$ cat src/rtl/instr_encoder_loader.sv
// -----------------------------------------------------------------------------
// instr_encoder_loader
//
// Packs decoded MIPS instruction fields into 32-bit words, buffers them in a
// small FIFO and writes them one by one into instruction memory starting at
// BASE_ADDR. Used as a program loader before the CPU leaves reset.
//
// Ports
//   clk, rst_n        clock (rising edge), synchronous active-low reset
//   start             begin a load session (honoured only in IDLE)
//   in_valid/in_ready field-bundle handshake; in_last marks the final bundle
//   fmt               00 R-type, 01 I-type, 10 J-type, 11 illegal
//   op..target        instruction fields
//   mem_we/addr/wdata write request to instruction memory, held until mem_ack
//   mem_ack           memory accepted the write this cycle
//   busy, done        not-IDLE flag, one-cycle end-of-session pulse
//   count             words written in the current or last session
//   err_fmt, err_wrap sticky illegal-format / address-wrap flags
//   dbg_state         FSM state: 0 IDLE, 1 LOAD, 2 DRAIN, 3 DONE
//
// Handshakes: a bundle transfers on a rising edge where in_valid && in_ready;
// a memory write completes on a rising edge where mem_we && mem_ack. mem_we,
// mem_addr and mem_wdata stay stable while a write is pending.
// -----------------------------------------------------------------------------
module instr_encoder_loader #(
    parameter int unsigned ADDR_W     = 8,
    parameter int unsigned FIFO_DEPTH = 4,
    parameter int unsigned BASE_ADDR  = 0
) (
    input  logic              clk,
    input  logic              rst_n,
    input  logic              start,
    input  logic              in_valid,
    output logic              in_ready,
    input  logic              in_last,
    input  logic [1:0]        fmt,
    input  logic [5:0]        op,
    input  logic [4:0]        rs,
    input  logic [4:0]        rt,
    input  logic [4:0]        rd,
    input  logic [4:0]        shamt,
    input  logic [5:0]        func,
    input  logic [15:0]       imm,
    input  logic [25:0]       target,
    output logic              mem_we,
    output logic [ADDR_W-1:0] mem_addr,
    output logic [31:0]       mem_wdata,
    input  logic              mem_ack,
    output logic              busy,
    output logic              done,
    output logic [ADDR_W:0]   count,
    output logic              err_fmt,
    output logic              err_wrap,
    output logic [1:0]        dbg_state
);

    localparam int unsigned       PTR_W    = (FIFO_DEPTH > 1) ? $clog2(FIFO_DEPTH) : 1;
    localparam logic [ADDR_W-1:0] BASE     = BASE_ADDR[ADDR_W-1:0];
    localparam logic [PTR_W:0]    FULL_LVL = FIFO_DEPTH[PTR_W:0];

    typedef enum logic [1:0] {
        S_IDLE  = 2'd0,
        S_LOAD  = 2'd1,
        S_DRAIN = 2'd2,
        S_DONE  = 2'd3
    } state_t;

    state_t             state_q, state_d;
    logic [31:0]        fifo_q [FIFO_DEPTH];
    logic [31:0]        fifo_d [FIFO_DEPTH];
    logic [PTR_W-1:0]   wr_ptr_q, wr_ptr_d;
    logic [PTR_W-1:0]   rd_ptr_q, rd_ptr_d;
    logic [PTR_W:0]     level_q, level_d;
    logic               mem_we_q, mem_we_d;
    logic [ADDR_W-1:0]  mem_addr_q, mem_addr_d;
    logic [31:0]        mem_wdata_q, mem_wdata_d;
    logic [ADDR_W:0]    count_q, count_d;
    logic               err_fmt_q, err_fmt_d;
    logic               err_wrap_q, err_wrap_d;

    logic [31:0]        enc_word;
    logic               fifo_empty, fifo_full;
    logic               accept, push, pop, ack, active;

    // Field packing; unused fields of each format are simply not selected.
    always_comb begin
        enc_word = '0;
        case (fmt)
            2'b00:   enc_word = {op, rs, rt, rd, shamt, func};
            2'b01:   enc_word = {op, rs, rt, imm};
            2'b10:   enc_word = {op, target};
            default: enc_word = '0;
        endcase
    end

    assign fifo_empty = (level_q == '0);
    assign fifo_full  = (level_q == FULL_LVL);
    assign active     = (state_q == S_LOAD) || (state_q == S_DRAIN);
    // Readiness depends only on registered state, so a pop in the same cycle
    // never frees a slot for a push.
    assign in_ready   = (state_q == S_LOAD) && !fifo_full;
    assign accept     = in_valid && in_ready;
    assign push       = accept && (fmt != 2'b11);
    assign ack        = mem_we_q && mem_ack;
    // Pop when the write slot is free or is being freed this cycle, which
    // gives back-to-back writes when mem_ack is held high.
    assign pop        = active && !fifo_empty && (!mem_we_q || mem_ack);

    always_comb begin
        state_d     = state_q;
        fifo_d      = fifo_q;
        wr_ptr_d    = wr_ptr_q;
        rd_ptr_d    = rd_ptr_q;
        level_d     = level_q;
        mem_we_d    = mem_we_q;
        mem_addr_d  = mem_addr_q;
        mem_wdata_d = mem_wdata_q;
        count_d     = count_q;
        err_fmt_d   = err_fmt_q;
        err_wrap_d  = err_wrap_q;

        if (push) begin
            fifo_d[wr_ptr_q] = enc_word;
            wr_ptr_d         = wr_ptr_q + 1'b1;
        end
        if (pop) begin
            rd_ptr_d = rd_ptr_q + 1'b1;
        end
        case ({push, pop})
            2'b10:   level_d = level_q + 1'b1;
            2'b01:   level_d = level_q - 1'b1;
            default: level_d = level_q;
        endcase

        if (accept && (fmt == 2'b11)) begin
            err_fmt_d = 1'b1;
        end

        if (ack) begin
            mem_we_d   = 1'b0;
            mem_addr_d = mem_addr_q + 1'b1;
            count_d    = count_q + 1'b1;
            if (mem_addr_q == '1) begin
                err_wrap_d = 1'b1;
            end
        end
        // A pop issues the next write at the (possibly just advanced) address.
        if (pop) begin
            mem_we_d    = 1'b1;
            mem_wdata_d = fifo_q[rd_ptr_q];
        end

        case (state_q)
            S_IDLE: begin
                if (start) begin
                    state_d    = S_LOAD;
                    mem_addr_d = BASE;
                    count_d    = '0;
                    err_fmt_d  = 1'b0;
                    err_wrap_d = 1'b0;
                end
            end
            S_LOAD: begin
                if (accept && in_last) begin
                    state_d = S_DRAIN;
                end
            end
            S_DRAIN: begin
                if (fifo_empty && !mem_we_q) begin
                    state_d = S_DONE;
                end
            end
            S_DONE: begin
                state_d = S_IDLE;
            end
            default: state_d = S_IDLE;
        endcase
    end

    always_ff @(posedge clk) begin
        if (!rst_n) begin
            state_q     <= S_IDLE;
            wr_ptr_q    <= '0;
            rd_ptr_q    <= '0;
            level_q     <= '0;
            mem_we_q    <= 1'b0;
            mem_addr_q  <= BASE;
            mem_wdata_q <= '0;
            count_q     <= '0;
            err_fmt_q   <= 1'b0;
            err_wrap_q  <= 1'b0;
        end else begin
            state_q     <= state_d;
            wr_ptr_q    <= wr_ptr_d;
            rd_ptr_q    <= rd_ptr_d;
            level_q     <= level_d;
            mem_we_q    <= mem_we_d;
            mem_addr_q  <= mem_addr_d;
            mem_wdata_q <= mem_wdata_d;
            count_q     <= count_d;
            err_fmt_q   <= err_fmt_d;
            err_wrap_q  <= err_wrap_d;
        end
    end

    // Storage needs no reset: emptiness is tracked by the pointers and level.
    always_ff @(posedge clk) begin
        fifo_q <= fifo_d;
    end

    assign mem_we    = mem_we_q;
    assign mem_addr  = mem_addr_q;
    assign mem_wdata = mem_wdata_q;
    assign busy      = (state_q != S_IDLE);
    assign done      = (state_q == S_DONE);
    assign count     = count_q;
    assign err_fmt   = err_fmt_q;
    assign err_wrap  = err_wrap_q;
    assign dbg_state = state_q;

endmodule

$ cat config.mk
export PLATFORM = sky130hd
export DESIGN_NAME = instr_encoder_loader
export DESIGN_NICKNAME = d
export VERILOG_FILES = /design/src/rtl/instr_encoder_loader.sv
export SDC_FILE = /design/constraint.sdc
export NUM_CORES = 1
export LEC_CHECK = 0
export BUFFER_PORTS_ARGS = -buffer_cell sky130_fd_sc_hd__clkbuf_2
export CORE_MARGIN = 1
export CORE_UTILIZATION = 50
export CTS_BUF_LIST = sky130_fd_sc_hd__clkbuf_16
export DETAILED_ROUTE_END_ITERATION = 12
export GPL_TIMING_DRIVEN = 0
export PLACE_DENSITY_LB_ADDON = 0.05
export SYNTH_ARGS = -nofsm -noshare
export SYNTH_HDL_FRONTEND = slang
export SYNTH_SLANG_ARGS = --single-unit
$ cat constraint.sdc
create_clock -name clk -period 2.35 [get_ports clk]
set_input_delay 0.47 -clock clk [delete_from_list [all_inputs] [get_ports clk]]
set_output_delay 0.47 -clock clk [all_outputs]
set_load 0.01 [all_outputs]
==> results by group <==
Global route
  • First-pass GRT wire length: around 25 mm
  • Overflow after GRT: 0
  • Vias in the first global route: approximately 4800
  • Pin count of the biggest net entering global routing: 26
  • Initial antenna violation count: 0
  • GRT Resource Usage Total: 0.213

Cells and area
  • Area Overhead vs Synth: 22.4%
  • Ant. Diodes: 0
  • Multi-input gate area in the final layout: 2490 sq um
  • Share of layout cells above drive strength 1: 0.330
  • FILL cells: 1179
  • Nets: between 800 and 900
  • Register Area: 5080 sq um

Synthesis
  • Sequential share of the synthesized area: 0.655
  • Ys async rst share: 0
  • Yosys cell types: 37
  • Syn Inst Count: 561
  • Mapped Nets: ~660
  • Post-Syn Area: ~7700 sq um
  • Ys flop type: edfxtp_1
  • Post-synth EDFFs: 128
  • Synthesized area per cell: 13.8 sq um
  • Yosys warning total: 0
  • Synthesized flop and latch total: 189

Drt
  • 1st-iter DRT viols: 312
  • TritonRoute pass-1 iters: 4
  • Total number of vias: a little under 5000
  • Via/cell ratio: 5.21
  • WL/cell: approximately 17 um
  • Final ANT Viol Nets: 0
  • Routed wire length: 15.7 mm
  • # DRC: 0

Worst setup path
  • Critical Path RT: approximately 2.7 ns
  • Reg2Reg Depth: 10
  • Crit Path Max Fanout: 5
  • R2R Setup Slk: 0.07 ns
  • Startpoint class of the critical path: flip-flop
  • Worst endpoint data arrival time: between 2 and 3 ns
  • CP endpoint kind: flip-flop
  • Worst setup path class: flip-flop to flip-flop

STA
  • Fmax achieved: 439 MHz
  • Fin. Hold Viols: 0
  • Period Utilization, post-route: 0.969
  • Setup violations, final: 0
  • Final min period: around 2.3 ns
  • Slew HR: 0.590
  • Clk_skew: around 0.012 ns
  • Measured slew at the worst slew-check pin: 0.615 ns
  • Hold WS: 0.399 ns
  • RSZ-0062 raised after global routing: no
  • Slew Viols, Final: 0

Floorplanning
  • Die Y: about 130 um
  • Die Span X: roughly 130 um
  • Initial core utilization: 0.510
  • Core area: 15100 sq um
  • Total die area: between 15000 and 20000 sq um
  • Cell row count: 45
  • Io pins: approximately 140

Clock network
  • Clk Latency, worst-skew pair: 0.43 ns
  • Inserted Clock Buffers: 17
  • Root Driver: clkbuf_16
  • H-tree levels: 4
  • CTS tree: done
  • Sink Count: 189
  • Clock Pin Slew Worst Setup and Hold Paths: 0.07 ns
  • Clock Tree Buf Depth: 2

Placed design
  • Placer Congestion: 0.773
  • Post-DP HPWL: about 11 mm
  • Input/output buffers: ~140

Pwr
  • Max VDD drop: 0.561 mV
  • Leakage: 0.00354 uW
  • Pwr Density: 890 nW/um^2
  • Total power: 8410 uW

Hold path
  • Worst Hold Class: primary input to flip-flop
  • Hold depth: 2

Outcome
  • Run status: finished clean

Run
  • Max-Cap Viols: 0
## state kept, by name (all words and copies together), names as in the netlist, 2 cells and up
name and count:
level_q 3, dbg_state 2, rd_ptr_q 2, mem_wdata 32, mem_addr 8, fifo_q 128, wr_ptr_q 2, count 9
## cells in the mapped netlist (4+ instances only)
cell,number,area share
mux2i_1,18,0.023
ha_1,12,0.019
xnor2_1,7,0.0079
nand4_1,8,0.0065
mux4_2,32,0.093
a21oi_1,4,0.0026
nor2_1,17,0.0083
buf_2,12,0.0078
edfxtp_1,128,0.50
a21boi_1,30,0.029
inv_1,19,0.0092
and2_1,16,0.013
xor2_1,12,0.014
o21ai_0,31,0.020
clkbuf_1,14,0.0068
nand2_1,110,0.053
dfxtp_1,61,0.16
a21boi_0,4,0.0039
## final cells by class
class                           count  share of cell area
Clock inverter                     15              0.0209
Buffer                             29              0.0151
Clock buffer                       17              0.0450
Timing Repair Buffer              144              0.0855
Multi-Input combinational cell    322               0.263
Tap cell                          188              0.0249
Inverter                           21             0.00887
Sequential cell                   189               0.537
## final timing paths
check,from,to
worst max-delay path,level_q[2]$_SDFFE_PN0P_,level_q[2]$_SDFFE_PN0P_
worst max register to register,level_q[2]$_SDFFE_PN0P_,level_q[2]$_SDFFE_PN0P_
worst min-delay path,op[0],fifo_q[122]$_DFFE_PP_
worst min register to register,mem_wdata[28]$_SDFFE_PN0P_,mem_wdata[28]$_SDFFE_PN0P_
## critical path, cell delays in order (launching register included)
cell and delay, ns:
dfxtp_2 0.35, or3b_4 0.38, and2_4 0.15, and3_4 0.20
clkinv_4 0.05, ha_4 0.12, inv_2 0.04, fa_2 0.33
xor2_1 0.15, or3_1 0.30, a21boi_1 0.14
## cells in the final DEF (no fill, tap or decap), types with 12 or more instances in the layout
| master | count |
|---|---|
| nor2_1 | 17 |
| o21ai_0 | 31 |
| inv_1 | 18 |
| mux4_2 | 32 |
| edfxtp_1 | 128 |
| nand2_1 | 110 |
| clkbuf_2 | 136 |
| xor2_1 | 12 |
| clkbuf_1 | 13 |
| dfxtp_1 | 56 |
| and2_1 | 12 |
| mux2i_1 | 18 |
| clkbuf_16 | 17 |
| a21boi_1 | 31 |
## metrics by stage
| stage | instance area [sq um] | setup TNS (ns) | util | cells | setup WS, ns |
|---|---|---|---|---|---|
| floorplan | 7740 | 0 | - | 561 | 0.00601 |
| global placement | 8660 | -141.30 | 0.571 | 884 | -1.06 |
| detailed placement | 8760 | -34.36 | 0.578 | 888 | -0.787 |
| CTS | 9440 | 0 | 0.623 | 924 | 0.0145 |
| global route | 9460 | 0 | 0.624 | 925 | 0.00349 |
| finish | 9460 | 0 | 0.624 | 925 | 0.0726 |
## layer usage
metal,share of wire,wire [um],track usage
met1,0.43,6700,0.264
met2,0.52,8210,0.372
met3,0.041,640,0.0426
met4,0.0078,123,0.0730
met5,0,0,0
## repair_timing
action / in CTS / in global routing
setup endpoints to repair: 2 / 1
gates resized for setup: 11 / 3
hold endpoints to repair: 0 / 0
hold buffers: 0 / 0
buffers inserted: 4 / 1
pin swaps: 3 / 1
## power by group
part           total [uW]  internal (uW)  switching, uW
clock network        3000           1780           1210
registers            3900           3790            109
logic                1520            698            818
## cells by family after synthesis
| logic type | synth area share |
|---|---|
| AO/OA/AOI/OAI | 0.0594 |
| XOR/XNOR | 0.0215 |
| adder cells (fa/ha/maj) | 0.0220 |
| buffers and inverters | 0.0283 |
| flip-flops | 0.655 |
| multiplexers | 0.117 |
| AND/OR/NAND/NOR | 0.0967 |
No activity file was read; power rests on OpenSTA's default activity.
